**src/rtl/prio_req_encoder.sv**
```systemverilog
// Sequential priority encoder: latches request pulses, offers the winning index on valid/ready.
// Optional PRIO_ENC_MASK_EN adds mask_i, which hides pending sources from arbitration.
module prio_req_encoder #(
    parameter int N         = 8,
    parameter int LSB_FIRST = 0,
    parameter int CW        = 8,
    localparam int W        = $clog2(N)
) (
    input  logic          clk,
    input  logic          rst,
    input  logic          clear_i,
    input  logic [N-1:0]  req_i,
`ifdef PRIO_ENC_MASK_EN
    input  logic [N-1:0]  mask_i,
`endif
    input  logic          ready_i,
    output logic          valid_o,
    output logic [W-1:0]  idx_o,
    output logic [N-1:0]  pend_o,
    output logic [CW-1:0] drop_cnt_o
);

    typedef enum logic {
        IDLE  = 1'b0,
        OFFER = 1'b1
    } state_t;

    state_t        r_state;
    logic          r_valid;
    logic [W-1:0]  r_idx;
    logic [N-1:0]  r_pend;
    logic [CW-1:0] r_drop;

    logic          w_accept;
    logic [N-1:0]  w_clrMask;
    logic [N-1:0]  w_pendNext;
    logic          w_collide;
    logic [N-1:0]  w_elig;
    logic [W-1:0]  w_win;

    assign w_accept   = r_valid & ready_i;
    assign w_clrMask  = w_accept ? (N'(1) << r_idx) : '0;
    assign w_pendNext = (r_pend & ~w_clrMask) | req_i;
    // The source being cleared this cycle is not a collision: its re-request simply re-pends it.
    assign w_collide  = |(req_i & r_pend & ~w_clrMask);

`ifdef PRIO_ENC_MASK_EN
    assign w_elig = r_pend & ~mask_i;
`else
    assign w_elig = r_pend;
`endif

    always_comb begin
        w_win = '0;
        if (LSB_FIRST != 0) begin
            for (int i = N - 1; i >= 0; i--) begin
                if (w_elig[i]) w_win = W'(i);
            end
        end else begin
            for (int i = 0; i < N; i++) begin
                if (w_elig[i]) w_win = W'(i);
            end
        end
    end

    always_ff @(posedge clk or posedge rst) begin
        if (rst) begin
            r_state <= IDLE;
            r_valid <= 1'b0;
            r_idx   <= '0;
            r_pend  <= '0;
            r_drop  <= '0;
        end else if (clear_i) begin
            r_state <= IDLE;
            r_valid <= 1'b0;
            r_pend  <= '0;
            r_drop  <= '0;
        end else begin
            r_pend <= w_pendNext;
            if (w_collide && (r_drop != {CW{1'b1}})) begin
                r_drop <= r_drop + 1'b1;
            end
            case (r_state)
                IDLE: begin
                    if (|w_elig) begin
                        r_idx   <= w_win;
                        r_valid <= 1'b1;
                        r_state <= OFFER;
                    end
                end
                OFFER: begin
                    // The offered index stays frozen until it is accepted.
                    if (ready_i) begin
                        r_valid <= 1'b0;
                        r_state <= IDLE;
                    end
                end
                default: begin
                    r_valid <= 1'b0;
                    r_state <= IDLE;
                end
            endcase
        end
    end

    assign valid_o    = r_valid;
    assign idx_o      = r_idx;
    assign pend_o     = r_pend;
    assign drop_cnt_o = r_drop;

endmodule

```
**config.mk**
```make
export PLATFORM = sky130hd
export DESIGN_NAME = prio_req_encoder
export DESIGN_NICKNAME = d
export VERILOG_FILES = /design/src/rtl/prio_req_encoder.sv
export SDC_FILE = /design/constraint.sdc
export NUM_CORES = 1
export LEC_CHECK = 0
export BUFFER_PORTS_ARGS = -buffer_cell sky130_fd_sc_hd__buf_2
export CAP_MARGIN = 20
export CORE_UTILIZATION = 45
export CTS_CLUSTER_SIZE = 20
export DETAILED_ROUTE_END_ITERATION = 8
export PLACE_DENSITY = 0.7
export REMOVE_ABC_BUFFERS = 1
export SETUP_SLACK_MARGIN = 0.15
export SLEW_MARGIN = 20
export SYNTH_ARGS = -nofsm -noshare
export SYNTH_HDL_FRONTEND = slang
export SYNTH_SLANG_ARGS = --single-unit
```
**constraint.sdc**
```tcl
create_clock -name clk -period 3.85 [get_ports clk]
set_input_delay 0.77 -clock clk [delete_from_list [all_inputs] [get_ports clk]]
set_output_delay 0.77 -clock clk [all_outputs]
set_load 0.02 [all_outputs]
```
==> metrics.json, run 1 <==
{
  "run_status": "finished, final reports clean",
  "placementRows": 18,
  "grt-ovfl-total": 0,
  "detail_route.vias_per_cell": 5.74,
  "switching_component_of_the_power_w": 0.000234,
  "coreArea_mm2": 0.00248,
  "hpwlAfterDp_mm": 2.00,
  "drv.max_cap_violation_count": 0,
  "cts_made_buffers": 3,
  "cell_internal_pwr_w": 0.000369,
  "drtAntennaViolNets": 0,
  "cts.path.max_buffers": 2,
  "clkSinkCount": 21,
  "dp_worst_setup_slack_ns": 1.44,
  "grt_pass1_wl_mm": 4.37,
  "chain_of_cells_forming_the_critical_path": "buf_2 > and3_4 > a21oi_1 > nor4_4 > a32oi_4 > and4_4 > mux2_4",
  "slew_violations": 0,
  "netlist_area_mm2": 0.00117,
  "synthFlopType": "sky130_fd_sc_hd__dfrtp_1",
  "total_leakage_power_nw": 0.675,
  "finalWorstSetupSlack_ns": 1.74,
  "clock_tree_from_tritoncts": "yes",
  "ctsHoldBuffers": 0,
  "fin_worst_skew_ns": 0.00565,
  "final.min_clock_period_ns": 2.11,
  "routed.top_layer": "met4",
  "critical_path.max_stage_delay_ns": 0.32,
  "total_routing_usage_reported_by_global_routing_pct": 21.4,
  "worst-endpoint-arrival_ns": 2.30,
  "route.vias.total": 1085,
  "finalSetupViolations": 0,
  "1st_iter_drt_viols": 21,
  "final_core_utilization_pct": 55.8,
  "grt_start_max_net_pins": 26,
  "min_path_type": "register to register",
  "crit_buf_inv": 1,
  "final_sum_of_negative_setup_slack_ns": 0,
  "n_antenna_cell": 0,
  "io_buffers": 31,
  "max-slew-margin-rel_pct": 45.8,
  "crit_slowest_cell": "sky130_fd_sc_hd__a32oi_4",
  "synth-warning-count": 0,
  "floorplan.die_area_mm2": 0.00281,
  "synth_seq_cells": 21,
  "dr_wl_met2_mm": 1.30,
  "sequentialPowerShare_pct": 49.7,
  "synth_top_area_share_pct": 44.9,
  "synth_edf_count": 0,
  "cts.repair.resized": 0,
  "placement.cell_area_mm2": 0.00136,
  "route.detailed.wl_per_inst_um": 14.1,
  "grt_setup_unrepaired": "false",
  "grt_pass1_vias": 976,
  "synth_sequential_area_ratio_pct": 44.9,
  "ys_types": 37,
  "layout_net_count": 173,
  "crit_path_start_kind": "primary input",
  "wl_mm": 2.66,
  "clock_transition_at_the_register_clock_pins_on_the_worst_setup_and_hold_paths_after_cts_ns": 0.12,
  "crit_required_ns": 4.04,
  "drt_first_pass_iters": 4,
  "ys_top_cells_by_count": "23 x sky130_fd_sc_hd__nor2_1, 21 x sky130_fd_sc_hd__dfrtp_1, 15 x sky130_fd_sc_hd__a21oi_1",
  "synth-async-reset-ratio_pct": 100,
  "initial_core_util_pct": 47.2,
  "dominant_cell_by_count_in_the_synthesized_netlist": "sky130_fd_sc_hd__nor2_1",
  "synth_area_per_cell_um2": 9.28,
  "routabilityCongestion": 0.800,
  "worst_slew_pin_slew_ns": 0.812,
  "finalCritPeriodShare_pct": 54.9,
  "cts_htree_levels": 1,
  "hold_viol": 0,
  "routedLengthMet1_mm": 1.21,
  "synth_top_cell_by_area": "sky130_fd_sc_hd__dfrtp_1",
  "final_layout_size_suffix_gt1_share_pct": 28.3,
  "antenna_found_initial": 0,
  "post_cts_buffers": 0,
  "critical-path-top-delay-family": "simple AND/OR/NAND/NOR gates",
  "power_frac_clock_pct": 17.4,
  "detailroute.wirelength.met3_um": 113,
  "ctsRootBufferMaster": "sky130_fd_sc_hd__clkbuf_4",
  "drt_drc_violations_left": 0,
  "max_clock_freq_ghz": 0.473,
  "worst_setup_path_end_kind": "register",
  "ir_worst_vdd_mv": 0.289,
  "netSwitchingFraction_pct": 38.8,
  "critical_path_class": "primary input to register",
  "die-width_um": 53.0,
  "num_io_pins": 32,
  "syn2layout_area_growth_pct": 18.1,
  "combPwrFrac_pct": 32.9,
  "r2r_setup_slack_ns": 1.83,
  "yosys-top-cells-area": "sky130_fd_sc_hd__dfrtp_1 45%, sky130_fd_sc_hd__nor2_1 7.4%, sky130_fd_sc_hd__a21oi_1 6.4%",
  "die_height_um": 53.0,
  "critical_path_peak_fanout": 8,
  "design_area_mm2": 0.00138,
  "power_per_cell_area_mw_per_mm2": 436,
  "synthesis.instances": 126,
  "worst_skew_pair.late_latency_ns": 0.30
}
placed cells by master (no fill, tap or decap), types with 2 or more instances in the layout:
cell type,count
sky130_fd_sc_hd__nand2_1,13
sky130_fd_sc_hd__o311ai_0,2
sky130_fd_sc_hd__clkbuf_4,3
sky130_fd_sc_hd__nor2_1,23
sky130_fd_sc_hd__inv_1,6
sky130_fd_sc_hd__buf_2,31
sky130_fd_sc_hd__a21oi_2,2
sky130_fd_sc_hd__nand3b_1,2
sky130_fd_sc_hd__mux2_1,3
sky130_fd_sc_hd__nand3_1,3
sky130_fd_sc_hd__dfrtp_1,21
sky130_fd_sc_hd__o21ai_0,3
sky130_fd_sc_hd__o211ai_1,2
sky130_fd_sc_hd__nor2b_1,3
sky130_fd_sc_hd__a21oi_1,15
sky130_fd_sc_hd__and3_1,2
sky130_fd_sc_hd__a31oi_1,2
sky130_fd_sc_hd__nand4_1,3
final cells by class:
| type | instances | area (µm²) |
|---|---|---|
| Tap cell | 30 | 37.5 |
| Timing Repair Buffer | 31 | 155 |
| Multi-Input combinational cell | 97 | 614 |
| Clock buffer | 4 | 26.3 |
| Fill cell | 247 | 1100 |
| Sequential cell | 21 | 526 |
| Inverter | 6 | 22.5 |
per-stage QoR:
stage	std cells	hold WS, ns	total power [W]
2_1_floorplan	124	0.496	0.000433
3_3_place_gp	185	0.531	0.000493
3_5_place_dp	185	0.532	0.000502
4_1_cts	189	0.561	0.000608
5_1_grt	189	0.609	0.000641
6_report	189	0.564	0.000603
logic make-up (layout without fill, tap and decap cells):
family	count (synthesis)	in the layout	share of synthesized area (%)
AOI/OAI and AO/OA	33	33	19.6
and+or+nand+nor	57	57	26.1
DFF	21	21	44.9
xor gates and xnor gates	1	1	0.749
buffers and inverters	8	41	2.57
muxes	5	5	5.03
adders and majority gates	1	1	1.07
per-layer routing:
metal  vias to the layer above  global-route usage (%)
met2                        31                    32.3
met3                         6                    3.16
met4                         0                    11.4
met1                       533                    29.1
li1                        515                       -
met5                         -                       0
worst reg2reg max path: stages, from the launching register on:
cell and delay (ns):
sky130_fd_sc_hd__dfrtp_1 0.48, sky130_fd_sc_hd__nor2b_2 0.21, sky130_fd_sc_hd__a21oi_1 0.25, sky130_fd_sc_hd__nor4_4 0.09
sky130_fd_sc_hd__a32oi_4 0.32, sky130_fd_sc_hd__and4_4 0.27, sky130_fd_sc_hd__mux2_4 0.29
registers in the layout (all words and copies together) (netlist names):
signal,flops
r_state,1
valid_o,1
drop_cnt_o,8
pend_o,8
idx_o,3
path summary, 6_finish.rpt:
path,startpoint,endpoint,cells past startpoint
max reg2reg,idx_o[0],drop_cnt_o[7],6
min,r_state,r_state,1
max in group asynchronous,rst,drop_cnt_o[7],2
max,ready_i,drop_cnt_o[7],7
min reg2reg,r_state,r_state,1
min in group asynchronous,rst,valid_o,2
power by group through the flow:
stage / sequential [W] / combinational, W / clock, W
6_report: 0.000300 / 0.000199 / 0.000105
3_3_place_gp: 0.000301 / 0.000192 / 0
4_1_cts: 0.000298 / 0.000200 / 0.000109
2_1_floorplan: 0.000324 / 0.000109 / 0
3_5_place_dp: 0.000302 / 0.000200 / 0
5_1_grt: 0.000307 / 0.000219 / 0.000115
Power figures use the tool's default switching activity.
==> run 2, diff against run 1 <==
- ABC_AREA: unset -> 1
- PLACE_DENSITY: 0.7 -> 0.69
- clock period: 3.85 -> 2 ns (I/O delays scaled with it)
==> metrics.json, run 2 <==
{
  "run_status": {"value": "finished, final reports clean", "change": "unchanged"},
  "io_buffers": {"value": 31, "change": "unchanged"},
  "drv.max_cap_violation_count": {"value": 0, "change": "unchanged"},
  "synth_area_per_cell": {"value": 7.23, "unit": "µm²", "change": "was 9.28 µm²"},
  "total_routing_usage_reported_by_global_routing": {"value": 21.3, "unit": "%", "change": "was 21.4%"},
  "antenna_found_initial": {"value": 0, "change": "unchanged"},
  "total_leakage_power": {"value": 0.892, "unit": "nW", "change": "was 0.675 nW"},
  "coreArea": {"value": 0.00257, "unit": "mm²", "change": "was 0.00248 mm²"},
  "n_fill_cell": {"value": 254, "change": "was 247"},
  "die-width": {"value": 55.2, "unit": "µm", "change": "was 53.0 µm"},
  "synth_sequential_area_ratio": {"value": 41.3, "unit": "%", "change": "was 44.9%"},
  "detail_route.vias_per_cell": {"value": 5.03, "change": "was 5.74"},
  "r2r_setup_slack": {"value": 0.44, "unit": "ns", "change": "was 1.83 ns"},
  "floorplan.die_area": {"value": 0.00304, "unit": "mm²", "change": "was 0.00281 mm²"},
  "critical_path.max_stage_delay": {"value": 0.43, "unit": "ns", "change": "was 0.32 ns"},
  "multi_input_comb_area": {"value": 632, "unit": "µm²", "change": "was 614 µm²"},
  "worst_setup_path_end_kind": {"value": "register", "change": "unchanged"},
  "placement.cell_area": {"value": 0.00146, "unit": "mm²", "change": "was 0.00136 mm²"},
  "die_height": {"value": 55.2, "unit": "µm", "change": "was 53.0 µm"},
  "netlist_area": {"value": 0.00127, "unit": "mm²", "change": "was 0.00117 mm²"},
  "drtAntennaViolNets": {"value": 0, "change": "unchanged"},
  "power.total": {"value": 0.00101, "unit": "W", "change": "was 0.000603 W"},
  "synth_edf_count": {"value": 0, "change": "unchanged"},
  "hold_viol": {"value": 0, "change": "unchanged"},
  "ctsHoldBuffers": {"value": 0, "change": "unchanged"},
  "route.vias.total": {"value": 1207, "change": "was 1085"},
  "fin_worst_skew": {"value": 0.00411, "unit": "ns", "change": "was 0.00565 ns"},
  "commonest_non_fill_non_tap_cell_in_the_layout": {"value": "sky130_fd_sc_hd__nand2_1", "change": "was sky130_fd_sc_hd__buf_2"},
  "min_path_type": {"value": "primary input to async pin", "change": "was register to register"},
  "cts_made_buffers": {"value": 3, "change": "unchanged"},
  "final_layout_size_suffix_gt1_share": {"value": 22.4, "unit": "%", "change": "was 28.3%"},
  "finalSetupViolations": {"value": 0, "change": "unchanged"},
  "max-slew-margin-rel": {"value": 71.7, "unit": "%", "change": "was 45.8%"},
  "crit_path_start_kind": {"value": "register", "change": "was primary input"},
  "syn2layout_area_growth": {"value": 17.0, "unit": "%", "change": "was 18.1%"},
  "yosys-top-cells-area": {"value": "sky130_fd_sc_hd__dfrtp_1 41%, sky130_fd_sc_hd__nand2_1 14%, sky130_fd_sc_hd__inv_1 7.7%", "change": "was sky130_fd_sc_hd__dfrtp_1 45%, sky130_fd_sc_hd__nor2_1 7.4%, sky130_fd_sc_hd__a21oi_1 6.4%"},
  "ir_worst_vdd": {"value": 0.390, "unit": "mV", "change": "was 0.289 mV"},
  "dp_worst_setup_slack": {"value": 0.465, "unit": "ns", "change": "was 1.44 ns"},
  "slew_violations": {"value": 0, "change": "unchanged"},
  "ys_top_cells_by_count": {"value": "49 x sky130_fd_sc_hd__nand2_1, 26 x sky130_fd_sc_hd__inv_1, 21 x sky130_fd_sc_hd__dfrtp_1", "change": "was 23 x sky130_fd_sc_hd__nor2_1, 21 x sky130_fd_sc_hd__dfrtp_1, 15 x sky130_fd_sc_hd__a21oi_1"},
  "number_of_cells_on_the_worst_reg_to_reg_path": {"value": 7, "change": "was 6"},
  "grt_setup_unrepaired": {"value": "false", "change": "unchanged"},
  "1st_iter_drt_viols": {"value": 34, "change": "was 21"},
  "critPathMostFrequentCell": "sky130_fd_sc_hd__nand3_1",
  "worst_r2r_startpoint": {"value": "drop_cnt_o[0]", "change": "was idx_o[0]"},
  "final_sum_of_negative_setup_slack": {"value": 0, "unit": "ns", "change": "unchanged"},
  "grt_pass1_vias": {"value": 1061, "change": "was 976"},
  "synth-async-reset-ratio": {"value": 100, "unit": "%", "change": "unchanged"},
  "finalWorstSetupSlack": {"value": 0.435, "unit": "ns", "change": "was 1.74 ns"},
  "max_clock_freq_ghz": 0.639,
  "r2r_end": {"value": "drop_cnt_o[3]", "change": "was drop_cnt_o[7]"},
  "finalCritPeriodShare_pct": 78.2,
  "wl": {"value": 2.85, "unit": "mm", "change": "was 2.66 mm"},
  "crit_buf_inv": {"value": 0, "change": "was 1"},
  "worst_hold_slack": {"value": 0.0956, "unit": "ns", "change": "was 0.564 ns"},
  "synth_seq_cells": {"value": 21, "change": "unchanged"},
  "crit_required": {"value": 2.25, "unit": "ns", "change": "was 4.04 ns"},
  "route.detailed.wl_per_inst": {"value": 11.9, "unit": "µm", "change": "was 14.1 µm"},
  "clock_tree_from_tritoncts": {"value": "yes", "change": "unchanged"},
  "grt_pass1_wl": {"value": 4.60, "unit": "mm", "change": "was 4.37 mm"},
  "cts.repair.resized": {"value": 0, "change": "unchanged"},
  "chain_of_cells_forming_the_critical_path": {"value": "ha_1 > nand3_1 > nor2_2 > nand4_4 > nand2_4 > nand3_1 > nand2_1", "change": "was buf_2 > and3_4 > a21oi_1 > nor4_4 > a32oi_4 > and4_4 > mux2_4"},
  "drt_drc_violations_left": {"value": 0, "change": "unchanged"},
  "crit_slowest_cell": {"value": "sky130_fd_sc_hd__dfrtp_1", "change": "was sky130_fd_sc_hd__a32oi_4"},
  "grt_start_max_net_pins": {"value": 22, "change": "was 26"},
  "worst_skew_pair.late_latency": {"value": 0.30, "unit": "ns", "change": "about the same"},
  "final.min_clock_period_ns": 1.56,
  "synthesis.instances": {"value": 176, "change": "was 126"},
  "n_antenna_cell": {"value": 0, "change": "unchanged"},
  "worst_slew_pin_slew": {"value": 0.422, "unit": "ns", "change": "was 0.812 ns"},
  "initial_core_util": {"value": 49.6, "unit": "%", "change": "was 47.2%"},
  "ys_types": {"value": 24, "change": "was 37"},
  "placementRows": {"value": 18, "change": "unchanged"},
  "worst-endpoint-arrival": {"value": 1.81, "unit": "ns", "change": "was 2.30 ns"},
  "synth-warning-count": {"value": 0, "change": "unchanged"},
  "layout_common_cells": {"value": "49 x sky130_fd_sc_hd__nand2_1, 31 x sky130_fd_sc_hd__buf_2, 26 x sky130_fd_sc_hd__inv_1, 21 x sky130_fd_sc_hd__dfrtp_1, 17 x sky130_fd_sc_hd__nor2_1", "change": "was 31 x sky130_fd_sc_hd__buf_2, 23 x sky130_fd_sc_hd__nor2_1, 21 x sky130_fd_sc_hd__dfrtp_1, 15 x sky130_fd_sc_hd__a21oi_1, 13 x sky130_fd_sc_hd__nand2_1"},
  "hpwlAfterDp": {"value": 2.15, "unit": "mm", "change": "was 2.00 mm"},
  "post_cts_buffers": {"value": 0, "change": "unchanged"},
  "ctsRootBufferMaster": {"value": "sky130_fd_sc_hd__clkbuf_4", "change": "unchanged"},
  "power_per_cell_area": {"value": 678, "unit": "mW/mm²", "change": "was 436 mW/mm²"},
  "critical-path-top-delay-family": {"value": "simple AND/OR/NAND/NOR gates", "change": "unchanged"},
  "synth_top_area_share": {"value": 41.3, "unit": "%", "change": "was 44.9%"},
  "clkSinkCount": {"value": 21, "change": "unchanged"},
  "critical_path_class": {"value": "register to register", "change": "was primary input to register"},
  "routabilityCongestion": {"value": 0.865, "change": "was 0.800"},
  "dominant_cell_by_count_in_the_synthesized_netlist": {"value": "sky130_fd_sc_hd__nand2_1", "change": "was sky130_fd_sc_hd__nor2_1"},
  "layout_net_count": {"value": 224, "change": "was 173"},
  "design_area": {"value": 0.00149, "unit": "mm²", "change": "was 0.00138 mm²"},
  "synthFlopType": {"value": "sky130_fd_sc_hd__dfrtp_1", "change": "unchanged"},
  "cts.path.max_buffers": {"value": 2, "change": "unchanged"},
  "synth_top_cell_by_area": {"value": "sky130_fd_sc_hd__dfrtp_1", "change": "unchanged"},
  "num_io_pins": {"value": 32, "change": "unchanged"},
  "register_area": {"value": 526, "unit": "µm²", "change": "unchanged"},
  "clock_transition_at_the_register_clock_pins_on_the_worst_setup_and_hold_paths_after_cts": {"value": 0.12, "unit": "ns", "change": "about the same"},
  "critical_path_peak_fanout": {"value": 9, "change": "was 8"},
  "drt_first_pass_iters": {"value": 4, "change": "unchanged"},
  "cts_htree_levels": {"value": 1, "change": "unchanged"},
  "grt-ovfl-total": {"value": 0, "change": "unchanged"}
}
==> run 2: through the flow <==
stage	utilization [%]	cells
floorplan	-	174
global placement	57.0	236
detailed placement	57.0	236
CTS	58.0	240
global route	58.0	240
finish	58.0	240
==> run 2: layout make-up <==
class / instances / share of cell area, %
Clock buffer: 4 / 1.76
Sequential cell: 21 / 35.3
Multi-Input combinational cell: 125 / 42.4
Timing Repair Buffer: 32 / 10.9
Tap cell: 30 / 2.52
Inverter: 28 / 7.06
==> run 2: worst max-delay path by stage <==
stage,depth (start not counted),to,startpoint,slack [ns]
after floorplan,7,drop_cnt_o[5],drop_cnt_o[0],0.50
after global placement,11,drop_cnt_o[0],ready_i,0.49
after detailed placement,11,drop_cnt_o[3],ready_i,0.46
after CTS,7,drop_cnt_o[3],drop_cnt_o[0],0.44
after global routing,7,drop_cnt_o[5],drop_cnt_o[0],0.32
final,7,drop_cnt_o[3],drop_cnt_o[0],0.44
==> run 2: worst register-to-register path: cells and delay by family (launching register included) <==
kind | cells | cell delay, ns
AND/OR/NAND/NOR | 6 | 0.87
flip-flops | 1 | 0.43
adder cells (fa/ha/maj) | 1 | 0.20
==> run 2: cell families (layout without fill, tap and decap cells) <==
| group | count (synthesis) | count (layout) | synth area share [%] |
|---|---|---|---|
| compound gates | 20 | 20 | 8.65 |
| xor+xnor | 3 | 3 | 2.07 |
| fa+ha+maj | 1 | 1 | 0.983 |
| buf+inv | 30 | 64 | 9.05 |
| flops | 21 | 21 | 41.3 |
| simple gates | 101 | 101 | 38.0 |
==> run 2: per-layer routing <==
| metal | GRT usage [%] | wire, µm |
|---|---|---|
| met4 | 7.50 | 12 |
| met1 | 31.0 | 1460 |
| met3 | 3.01 | 160 |
| met5 | 0 | 0 |
| met2 | 31.9 | 1220 |
==> run 2: report_power, final <==
part / total [W] / switching (W) / internal (W)
Combinational: 0.000280 / 0.000187 / 0.0000930
Sequential: 0.000517 / 0.0000524 / 0.000464
Clock: 0.000212 / 0.000135 / 0.0000777
==> run 3, diff against run 2 <==
- PLACE_DENSITY: 0.69 -> 0.72
- clock period: 2 -> 1.4 ns (I/O delays scaled with it)
==> metrics.json, run 3 (synthesis gave the netlist of run 2 again) <==
{
  "failed_checks": "setup timing",
  "dp_worst_setup_slack": {"value": -0.0554, "unit": "ns", "change": "was 0.465 ns"},
  "ir_worst_vdd": {"value": 0.759, "unit": "mV", "change": "was 0.390 mV"},
  "routabilityCongestion": {"value": 0.856, "change": "was 0.865"},
  "worst_slew_pin_slew": {"value": 0.276, "unit": "ns", "change": "was 0.422 ns"},
  "worst_hold_path.endpoint": "pend_o[4]",
  "grt_pass1_vias": {"value": 1222, "change": "was 1061"},
  "final_layout_size_suffix_gt1_share": {"value": 44.5, "unit": "%", "change": "was 22.4%"},
  "die-width": {"value": 55.2, "unit": "µm", "change": "unchanged"},
  "worst_setup_path_end_kind": {"value": "register", "change": "unchanged"},
  "hpwlAfterDp": {"value": 2.32, "unit": "mm", "change": "was 2.15 mm"},
  "worst_skew_pair.late_latency": {"value": 0.33, "unit": "ns", "change": "was 0.30 ns"},
  "cts_made_buffers": {"value": 3, "change": "unchanged"},
  "design_area": {"value": 0.00196, "unit": "mm²", "change": "was 0.00149 mm²"},
  "power.total": {"value": 0.00169, "unit": "W", "change": "was 0.00101 W"},
  "finalWorstSetupSlack": {"value": -0.137, "unit": "ns", "change": "was 0.435 ns"},
  "finalCritPeriodShare": {"value": 110, "unit": "%", "change": "was 78.2%"},
  "ctsRootBufferMaster": {"value": "sky130_fd_sc_hd__clkbuf_4", "change": "unchanged"},
  "crit_slowest_cell": {"value": "sky130_fd_sc_hd__dfrtp_2", "change": "was sky130_fd_sc_hd__dfrtp_1"},
  "placement.cell_area": {"value": 0.00154, "unit": "mm²", "change": "was 0.00146 mm²"},
  "critical_path_peak_fanout": {"value": 8, "change": "was 9"},
  "syn2layout_area_growth": {"value": 53.9, "unit": "%", "change": "was 17.0%"},
  "drtAntennaViolNets": {"value": 0, "change": "unchanged"},
  "chain_of_cells_forming_the_critical_path": {"value": "nand2_2 > nor2_4 > nand2_2 > nand2_2 > nand2_2 > nor2_4 > nand2_4 > nand2_8 > nand3_2 > nand2_2", "change": "was ha_1 > nand3_1 > nor2_2 > nand4_4 > nand2_4 > nand3_1 > nand2_1"},
  "total_leakage_power": {"value": 1.05, "unit": "nW", "change": "was 0.892 nW"},
  "layout_common_cells": {"value": "37 x sky130_fd_sc_hd__nand2_1, 25 x sky130_fd_sc_hd__inv_1, 23 x sky130_fd_sc_hd__buf_6, 18 x sky130_fd_sc_hd__buf_4", "change": "was 49 x sky130_fd_sc_hd__nand2_1, 31 x sky130_fd_sc_hd__buf_2, 26 x sky130_fd_sc_hd__inv_1, 21 x sky130_fd_sc_hd__dfrtp_1, 17 x sky130_fd_sc_hd__nor2_1"},
  "critical_path.max_stage_delay": {"value": 0.42, "unit": "ns", "change": "was 0.43 ns"},
  "clkSinkCount": {"value": 21, "change": "unchanged"},
  "antenna_found_initial": {"value": 0, "change": "unchanged"},
  "coreArea": {"value": 0.00257, "unit": "mm²", "change": "unchanged"},
  "total_routing_usage_reported_by_global_routing": {"value": 25.9, "unit": "%", "change": "was 21.3%"},
  "critical_path_class": {"value": "register to register", "change": "unchanged"},
  "clock_transition_at_the_register_clock_pins_on_the_worst_setup_and_hold_paths_after_cts": {"value": 0.11, "unit": "ns", "change": "was 0.12 ns"},
  "n_antenna_cell": {"value": 0, "change": "unchanged"},
  "worst_hold_slack": {"value": 0.176, "unit": "ns", "change": "was 0.0956 ns"},
  "min_path_cells": 3,
  "final.min_clock_period": {"value": 1.54, "unit": "ns", "change": "was 1.56 ns"},
  "grt_start_max_net_pins": {"value": 22, "change": "unchanged"},
  "number_of_cells_on_the_worst_reg_to_reg_path": {"value": 10, "change": "was 7"},
  "r2r_setup_slack": {"value": -0.14, "unit": "ns", "change": "was 0.44 ns"},
  "num_io_pins": {"value": 32, "change": "unchanged"},
  "run_status": {"value": "finished, violations left", "change": "was finished, final reports clean"},
  "min-delay-start": "req_i[4]",
  "slew_violations": {"value": 0, "change": "unchanged"},
  "1st_iter_drt_viols": {"value": 30, "change": "was 34"},
  "drt_first_pass_iters": {"value": 4, "change": "unchanged"},
  "critPathMostFrequentCell": {"value": "sky130_fd_sc_hd__nand2_2", "change": "was sky130_fd_sc_hd__nand3_1"},
  "finalSetupViolations": {"value": 9, "change": "was 0"},
  "clock_tree_from_tritoncts": {"value": "yes", "change": "unchanged"},
  "startpoint": {"value": "valid_o", "change": "was drop_cnt_o[0]"},
  "placementRows": {"value": 18, "change": "unchanged"},
  "crit_required": {"value": 1.67, "unit": "ns", "change": "was 2.25 ns"},
  "io_buffers": {"value": 31, "change": "unchanged"},
  "max_clock_freq": {"value": 0.651, "unit": "GHz", "change": "was 0.639 GHz"},
  "power_per_cell_area": {"value": 861, "unit": "mW/mm²", "change": "was 678 mW/mm²"},
  "layout_net_count": {"value": 250, "change": "was 224"},
  "fin_worst_skew": {"value": 0.00563, "unit": "ns", "change": "was 0.00411 ns"},
  "r2r_end": {"value": "drop_cnt_o[7]", "change": "was drop_cnt_o[3]"},
  "grt_pass1_wl": {"value": 5.40, "unit": "mm", "change": "was 4.60 mm"},
  "grt_setup_unrepaired": {"value": "true", "change": "was false"},
  "drt_drc_violations_left": {"value": 0, "change": "unchanged"},
  "grt-ovfl-total": {"value": 0, "change": "unchanged"},
  "floorplan.die_area": {"value": 0.00304, "unit": "mm²", "change": "unchanged"},
  "final_sum_of_negative_setup_slack": {"value": -0.975, "unit": "ns", "change": "was 0 ns"},
  "drv.max_cap_violation_count": {"value": 0, "change": "unchanged"},
  "initial_core_util": {"value": 49.6, "unit": "%", "change": "unchanged"},
  "commonest_non_fill_non_tap_cell_in_the_layout": {"value": "sky130_fd_sc_hd__nand2_1", "change": "unchanged"},
  "route.detailed.wl_per_inst": {"value": 14.2, "unit": "µm", "change": "was 11.9 µm"},
  "cts_htree_levels": {"value": 1, "change": "unchanged"},
  "max-slew-margin-rel": {"value": 81.6, "unit": "%", "change": "was 71.7%"},
  "worst_r2r_startpoint": {"value": "valid_o", "change": "was drop_cnt_o[0]"},
  "detail_route.vias_per_cell": {"value": 5.20, "change": "was 5.03"},
  "hold_viol": {"value": 0, "change": "unchanged"},
  "wl": {"value": 3.77, "unit": "mm", "change": "was 2.85 mm"},
  "die_height": {"value": 55.2, "unit": "µm", "change": "unchanged"},
  "crit_path_start_kind": {"value": "register", "change": "unchanged"},
  "cts.path.max_buffers": {"value": 2, "change": "unchanged"},
  "min_path_type": {"value": "primary input to register", "change": "was primary input to async pin"},
  "route.vias.total": {"value": 1383, "change": "was 1207"},
  "worst-endpoint-arrival": {"value": 1.81, "unit": "ns", "change": "about the same"}
}
## run 3: cell types whose count changed in the layout (fill, tap and decap cells not counted), moves of 3 or more
cell,delta
sky130_fd_sc_hd__buf_6,+23
sky130_fd_sc_hd__buf_2,-17
sky130_fd_sc_hd__buf_4,+17
sky130_fd_sc_hd__nand2_1,-12
sky130_fd_sc_hd__nand2_2,+12
sky130_fd_sc_hd__dfrtp_1,-11
sky130_fd_sc_hd__dfrtp_2,+11
sky130_fd_sc_hd__nand3_1,-5
sky130_fd_sc_hd__nor2_4,+4
sky130_fd_sc_hd__nand3_2,+3
## run 3: how the worst max path moves through the flow
stage,slack (ns),depth (start not counted),endpoint
final,-0.14,10,drop_cnt_o[7]
after global routing,-0.21,10,drop_cnt_o[3]
after CTS,-0.04,10,drop_cnt_o[0]
after detailed placement,-0.06,10,drop_cnt_o[3]
after global placement,-0.003,10,drop_cnt_o[0]
after floorplan,-0.10,7,drop_cnt_o[5]
## run 3: metal layers
layer | vias to the layer above | share of wire [%] | global-route usage [%] | wire [µm]
met2 | 44 | 48 | 39.4 | 1820
met4 | 0 | 3.0 | 11.7 | 113
met5 | - | 0 | 0 | 0
met1 | 639 | 43 | 34.6 | 1600
met3 | 14 | 6.1 | 6.28 | 229
li1 | 686 | - | - | -
## run 3: final cells by class
class / instances / area [µm²]
timing repair buffer: 56 / 474
inverter: 28 / 105
clock buffer: 4 / 26.3
tap: 30 / 37.5
sequential: 21 / 539
multi-input combinational: 127 / 776
fill: 185 / 609
## run 3: through the flow
step | cells | utilization (%)
after floorplan | 174 | -
after global placement | 246 | 59.9
after detailed placement | 246 | 59.9
after CTS | 261 | 68.6
after global routing | 266 | 76.3
final | 266 | 76.3
## run 3: report_power, final
group / switching, W / internal [W]
Clock: 0.000195 / 0.000112
Combinational: 0.000339 / 0.000281
Sequential: 0.0000908 / 0.000670
## run 3: critical path, delay by kind of cell (launching register included)
family / cells / cell delay, ns
flops: 1 / 0.42
simple gates: 10 / 1.07
## run 3: repair_timing
item | in CTS | in global routing
gates cloned | 2 | 0
pin swaps | 3 | 14
endpoints found under the hold margin | 21 | 0
buffers inserted | 8 | 5
hold buffers | 1 | 0
gates resized for setup | 32 | 50
setup endpoints to repair | 18 | 29
